--- src/rtl/bin_to_bcd_converter_if.sv ---
// Handshake and result bus for bin_to_bcd_converter.
// master drives the request side, slave (the converter) drives results.
interface bin_to_bcd_converter_if;
    logic [13:0] bin_input;
    logic        start;
    logic        busy;
    logic [3:0]  unidades_output;
    logic [3:0]  decenas_output;
    logic [3:0]  centenas_output;
    logic [3:0]  millares_output;
    logic        ready;
    logic        ovf;

    modport master (
        output bin_input, start,
        input  busy, unidades_output, decenas_output, centenas_output,
               millares_output, ready, ovf
    );

    modport slave (
        input  bin_input, start,
        output busy, unidades_output, decenas_output, centenas_output,
               millares_output, ready, ovf
    );
endinterface

--- src/rtl/bin_to_bcd_converter.sv ---
// Iterative double-dabble 14-bit binary to 4-digit BCD converter (one bit per cycle).
// Optional macro BIN_TO_BCD_SATURATE_EN: values > 9999 saturate to 9999 with ovf=1.
//
// state  | meaning
// IDLE   | waiting for start; input captured on acceptance
// SHIFT  | 14 add-3/shift iterations, MSB first
// DONE   | result registered at the exit edge, ready pulses afterwards
module bin_to_bcd_converter (
    input  logic                   clk,
    input  logic                   rst,
    bin_to_bcd_converter_if.slave  bus
);

    typedef enum logic [1:0] {
        ST_IDLE  = 2'd0,
        ST_SHIFT = 2'd1,
        ST_DONE  = 2'd2
    } state_t;

    state_t      state_q, state_d;
    logic [13:0] bin_q, bin_d;
    logic [19:0] bcd_q, bcd_d;
    logic [3:0]  cnt_q, cnt_d;
    logic [15:0] digits_q, digits_d;
    logic        ovf_q, ovf_d;
    logic        ready_q, ready_d;
    logic [19:0] bcd_adj;

    always_ff @(posedge clk) begin
        if (rst) begin
            state_q  <= ST_IDLE;
            bin_q    <= '0;
            bcd_q    <= '0;
            cnt_q    <= '0;
            digits_q <= '0;
            ovf_q    <= 1'b0;
            ready_q  <= 1'b0;
        end else begin
            state_q  <= state_d;
            bin_q    <= bin_d;
            bcd_q    <= bcd_d;
            cnt_q    <= cnt_d;
            digits_q <= digits_d;
            ovf_q    <= ovf_d;
            ready_q  <= ready_d;
        end
    end

    // Add 3 to every nibble >= 5 so the following left shift carries correctly.
    always_comb begin
        bcd_adj = bcd_q;
        for (int i = 0; i < 5; i++) begin
            if (bcd_q[i*4 +: 4] >= 4'd5)
                bcd_adj[i*4 +: 4] = bcd_q[i*4 +: 4] + 4'd3;
        end
    end

    always_comb begin
        state_d  = state_q;
        bin_d    = bin_q;
        bcd_d    = bcd_q;
        cnt_d    = cnt_q;
        digits_d = digits_q;
        ovf_d    = ovf_q;
        ready_d  = 1'b0;

        unique case (state_q)
            ST_IDLE: begin
                if (bus.start) begin
                    bin_d   = bus.bin_input;
                    bcd_d   = '0;
                    cnt_d   = 4'd13;
                    state_d = ST_SHIFT;
                end
            end
            ST_SHIFT: begin
                {bcd_d, bin_d} = {bcd_adj[18:0], bin_q, 1'b0};
                if (cnt_q == 4'd0)
                    state_d = ST_DONE;
                else
                    cnt_d = cnt_q - 4'd1;
            end
            ST_DONE: begin
                ready_d = 1'b1;
                state_d = ST_IDLE;
`ifdef BIN_TO_BCD_SATURATE_EN
                if (bcd_q[19:16] != 4'd0) begin
                    digits_d = 16'h9999;
                    ovf_d    = 1'b1;
                end else begin
                    digits_d = bcd_q[15:0];
                    ovf_d    = 1'b0;
                end
`else
                digits_d = bcd_q[15:0];
                ovf_d    = 1'b0;
`endif
            end
            default: state_d = ST_IDLE;
        endcase
    end

    assign bus.busy            = (state_q != ST_IDLE);
    assign bus.ready           = ready_q;
    assign bus.ovf             = ovf_q;
    assign bus.millares_output = digits_q[15:12];
    assign bus.centenas_output = digits_q[11:8];
    assign bus.decenas_output  = digits_q[7:4];
    assign bus.unidades_output = digits_q[3:0];

endmodule

--- src/flat_wrapper.sv ---
// flat-port wrapper written by rule: the top's interface ports become plain ports
module bin_to_bcd_converter_flat 
  (clk, rst, bus_bin_input, bus_start, bus_busy, bus_unidades_output, bus_decenas_output, bus_centenas_output, bus_millares_output, bus_ready, bus_ovf);
  bin_to_bcd_converter_if bus_i ();
  input  logic clk;
  input  logic rst;
  input wire logic [$bits(bus_i.bin_input)-1:0] bus_bin_input;
  input wire logic [$bits(bus_i.start)-1:0] bus_start;
  output wire logic [$bits(bus_i.busy)-1:0] bus_busy;
  output wire logic [$bits(bus_i.unidades_output)-1:0] bus_unidades_output;
  output wire logic [$bits(bus_i.decenas_output)-1:0] bus_decenas_output;
  output wire logic [$bits(bus_i.centenas_output)-1:0] bus_centenas_output;
  output wire logic [$bits(bus_i.millares_output)-1:0] bus_millares_output;
  output wire logic [$bits(bus_i.ready)-1:0] bus_ready;
  output wire logic [$bits(bus_i.ovf)-1:0] bus_ovf;
  assign bus_i.bin_input = bus_bin_input;
  assign bus_i.start = bus_start;
  assign bus_busy = bus_i.busy;
  assign bus_unidades_output = bus_i.unidades_output;
  assign bus_decenas_output = bus_i.decenas_output;
  assign bus_centenas_output = bus_i.centenas_output;
  assign bus_millares_output = bus_i.millares_output;
  assign bus_ready = bus_i.ready;
  assign bus_ovf = bus_i.ovf;
  bin_to_bcd_converter u_core (.clk(clk), .rst(rst), .bus(bus_i));
endmodule
--- config.mk ---
export PLATFORM = sky130hd
export DESIGN_NAME = bin_to_bcd_converter_flat
export DESIGN_NICKNAME = d
export VERILOG_FILES = /design/src/rtl/bin_to_bcd_converter_if.sv /design/src/rtl/bin_to_bcd_converter.sv /design/src/flat_wrapper.sv
export SDC_FILE = /design/constraint.sdc
export NUM_CORES = 1
export LEC_CHECK = 0
export CORE_AREA = 8 8 65 95
export DETAILED_ROUTE_END_ITERATION = 16
export DIE_AREA = 0 0 73 103
export PLACE_DENSITY = 0.87
export SLEW_MARGIN = 20
export SYNTH_ARGS = -nofsm -noshare
export SYNTH_HDL_FRONTEND = slang
export SYNTH_SLANG_ARGS = --single-unit
--- constraint.sdc ---
create_clock -name clk -period 2 [get_ports clk]
set_clock_uncertainty 0.1 [all_clocks]
set_input_delay 0.5 -clock clk [delete_from_list [all_inputs] [get_ports clk]]
set_output_delay 0.5 -clock clk [all_outputs]
set_load 0.01 [all_outputs]
Yosys cells after proc, flatten, opt, wreduce, memory -nomap -nowiden. Cells that the tools add are included.

$lt $le $gt $ge: 5. Multiplexer cells: 16. Reductions and logical operators: 7. Add/subtract/negate cells: 6. Eq/ne operators: 5.

Operator list (count): $pmux 20 s2 (1); $pmux 14 s2 (1); $mux 4 (6); $ge 4x3->1 const B (5); $mux 20 (1); $add 4x2->4 const B (4); $mux 14 (1); $pmux 4 s2 (1); $logic_not 4->1 (1); $mux 2 (2); $ne 2x2->1 const B (2); $pmux 2 s2 (1); $reduce_and 2->1 (2); $reduce_bool 2->1 (2); $sub 4x1->4 const B (1); $add 3x2->3 const B (1); $mux 3 (1); $reduce_and 3->1 (1); $eq 2x1->1 const B (1); $eq 2x2->1 const B (1); $logic_not 2->1 (1); $ne 2x1->1 const B (1); $mux 1 (1).

Register bits after elaboration: 57. Output and inout port bits: 19. Input bits: 17.

Depth between registers and ports, before layout.
Depth in word-level cells: 3. Mapped depth: 6. Depth with buffers taken out: 6.

Worst setup path after synthesis. OpenSTA, ideal clock, no wires.

Path kind: register to output. Start point: register u_core.state_q[1]. End point: output port bus_busy. Arrival: 0.929 ns. Stages on the path, launching flop included: 4. Slack: 0.471 ns. Path buffers: 2. Path through: dfxtp_1 buf_2 buf_2 or2_2.

Longest elaborated chain between the ends: 1.

RTL lines: start, declared (RTL line bin_to_bcd_converter.sv:20) `state_t state_q, state_d;`; start signal, assigned (RTL line bin_to_bcd_converter.sv:39) `state_q <= state_d;`; $reduce_bool 2->1 (RTL line bin_to_bcd_converter.sv:103) `assign bus.busy = (state_q != ST_IDLE);`; end, declared (RTL line flat_wrapper.sv:9) `output wire logic [$bits(bus_i.busy)-1:0] bus_busy;`.

No other way between the ends.

Final worst setup path.
Start point: register u_core.state_q[0]. End point: output port bus_busy.

Same word-level chain as after synthesis.

==> results.toml <==
[run_status]
status = "finished, final reports clean"

[yosys]
synth_seq_cells = 53
synth_nets = 333
netlist_instances = 307
syn_area_um2 = 2500
ys_seq_area_share_pct = 42.4
synth_warnings = 0
synth_cell_type_count = 37
synth.avg_cell_area_um2 = 8.16

[cells_and_area]
final_cell_count_no_fill = 402
antenna_cells = 0
nFillCells = 434
drive_above_1_share_pct = 6.85
area_delta_synth_final_pct = 18.7
nets = 361
final_cell_mix = "53 x dfxtp_1, 45 x nor2_1, 41 x a21oi_1"
final_common_cell = "dfxtp_1"

[clock_tree]
root_buffer = "clkbuf_8"
cts_buffer_depth = 2
cts_tree = "done"
cts_setup_buffers = 0
h-tree-depth = 2
clk_latency_ns = 0.31
clkSinkCount = 53
cts_buffers = 5
cts.reportedPaths.clkPinSlew_ns = 0.09

[pwr]
power.clock.fraction_pct = 30.3
p_seq_share_pct = 53.3
power_density_nw_per_um2 = 721
p_leak_nw = 1.14
switching_power_w = 0.000567
pwr-share-comb_pct = 16.3
switching_share_pct = 26.5
ir_drop_v = 0.000401
p_int_w = 0.00158

[floorplan]
die_x_um = 73
initial_utilization_pct = 52.5
fp.dieArea_um2 = 7520
ios = 36
core_area_um2 = 4770
chipHeight_um = 103
num_rows = 31

[worst_setup_path]
critPathLaunchType = "flip-flop"
cp-end-kind = "output port"
worstPathMaxFanout = 2
crit_required_ns = 1.40
cp.arrival_ns = 1.23
reg2reg_depth = 4
startpoint = "u_core.state_q[0]"
r2r_start = "u_core.state_q[1]"
worst-setup-path-type = "flip-flop to output port"

[sta]
post-route-period-util_pct = 91.5
rsz0062_at_grt = "false"
worst_slack_ns = 0.170
max_freq_ghz = 0.546
max-slew-margin-rel_pct = 47.6
setup_viol = 0
finalHoldViolCount = 0
finalCriticalPeriod_ns = 1.83
max_slew.worst_pin.slew_ns = 0.783
drv_slew = 0

[routing]
drt_iter0_drc = 94
avgViaCountPerCell = 5.17
wl_per_cell_um = 12.8
drc_errors = 0
dr.pass1.iters = 4
num_vias = 2077
wl_um = 5150
antenna_left = 0

[placement]
placed_cells = 394
hpwl_um = 3700
port_buffers = 34
place_ws_ns = -0.0650
gp_congestion = 0.808

[grt]
grtUsageTotal_pct = 14.6
grt_pass1_vias = 2012
grt.overflow.total = 0
grt_pass1_wl_um = 8740
antenna_found_initial = 0
grt_max_degree = 36

[hold_path]
hold_class = "flip-flop to flip-flop"
hp-start = "u_core.digits_q[2]"
holdPathStages = 2

[flow_run]
drv_cap = 0
## path summary, 6_finish.rpt
| check | end | slack (ns) |
|---|---|---|
| setup reg to reg | u_core.bcd_q[9] | 0.27 |
| hold / removal | u_core.digits_q[2] | 0.36 |
| setup / recovery | bus_busy | 0.17 |
| hold reg to reg | u_core.digits_q[2] | 0.36 |
## cell families (layout without fill, tap and decap cells)
logic type / after synthesis / count (layout) / synth area share, %
adders and majority gates: 9 / 9 / 4.50
buffers and inverters: 36 / 65 / 7.34
other: 1 / 1 / 0.150
DFF: 53 / 53 / 42.4
muxes: 5 / 5 / 2.00
AOI/OAI and AO/OA: 70 / 70 / 17.4
xor gates and xnor gates: 7 / 7 / 2.45
and+or+nand+nor: 126 / 126 / 23.8
## cells in the mapped netlist (all sizes together)
master | instances | area [um^2]
a2bb2oi | 1 | 8.76
and2 | 1 | 6.26
nor2b | 13 | 81.3
nand2 | 32 | 120
o221a | 1 | 11.3
mux2i | 5 | 50.1
nor2 | 46 | 175
nand2b | 7 | 46.3
a21o | 1 | 7.51
or2 | 1 | 6.26
nor3b | 3 | 22.5
conb | 1 | 3.75
o21ai | 8 | 40.0
a22oi | 1 | 7.51
nand4b | 1 | 8.76
a22o | 11 | 96.3
ha | 9 | 113
xor2 | 3 | 26.3
o21bai | 2 | 26.3
nand3 | 4 | 20.0
dfxtp | 53 | 1060
and2b | 1 | 7.51
clkbuf | 4 | 15.0
nor4 | 1 | 21.3
nor3 | 16 | 80.1
inv | 15 | 56.3
a211oi | 3 | 27.5
a31oi | 1 | 6.26
xnor2 | 4 | 35.0
buf | 17 | 113
a21oi | 41 | 205
## final cells by class
cell class              count  area, um^2  area share [%]
repair buffers             42         412            13.8
flip-flops and latches     53        1060            35.7
multi-input cells         218        1260            42.4
well taps                  66        82.6            2.78
clock inverters             1        5.00           0.168
clock buffers               7        96.3            3.24
inverters                  15        56.3            1.89
## power by group through the flow
stage	clock, W	sequential, W	combinational (W)
6_report	0.000651	0.00114	0.000350
3_3_place_gp	0	0.00117	0.000342
2_1_floorplan	0	0.00116	0.000270
4_1_cts	0.000662	0.00114	0.000351
5_1_grt	0.000699	0.00115	0.000394
3_5_place_dp	0	0.00117	0.000351
## worst max-delay path, cell delays in order (launching register included)
cell and delay, ns:
dfxtp_1 0.34, or2_2 0.29, dlygate4sd2_1 0.29
## metal layers
| metal | GRT usage (%) | share of wire (%) | vias up |
|---|---|---|---|
| met2 | 26.6 | 52 | 46 |
| li1 | - | - | 1072 |
| met4 | 7.28 | 1.5 | 0 |
| met5 | 0 | 0 | - |
| met3 | 3.51 | 4.1 | 6 |
| met1 | 15.0 | 43 | 953 |
## metrics by stage
| step | utilization, % | hold slack (ns) | setup TNS (ns) | area, um^2 | total power (W) |
|---|---|---|---|---|---|
| 5_1_grt | 62.3 | 0.376 | 0 | 2970 | 0.00224 |
| 2_1_floorplan | - | 0.337 | 0 | 2500 | 0.00143 |
| 3_3_place_gp | 60.2 | 0.342 | -0.274 | 2870 | 0.00151 |
| 6_report | 62.3 | 0.356 | 0 | 2970 | 0.00214 |
| 3_5_place_dp | 60.2 | 0.346 | -0.601 | 2870 | 0.00152 |
| 4_1_cts | 62.3 | 0.358 | 0 | 2970 | 0.00216 |
## repair_timing
action,in CTS,in global routing
resized for setup,1,0
hold buffers,0,0
setup endpoints to repair,1,0
## state kept, by name, indices dropped and copies added, names as in the netlist
signal / flops
u_core.bcd_q: 16
u_core.digits_q: 16
u_core.bin_q: 14
u_core.cnt_q: 4
u_core.state_q: 2
u_core.bus.ready: 1
Power figures use the tool's default switching activity.
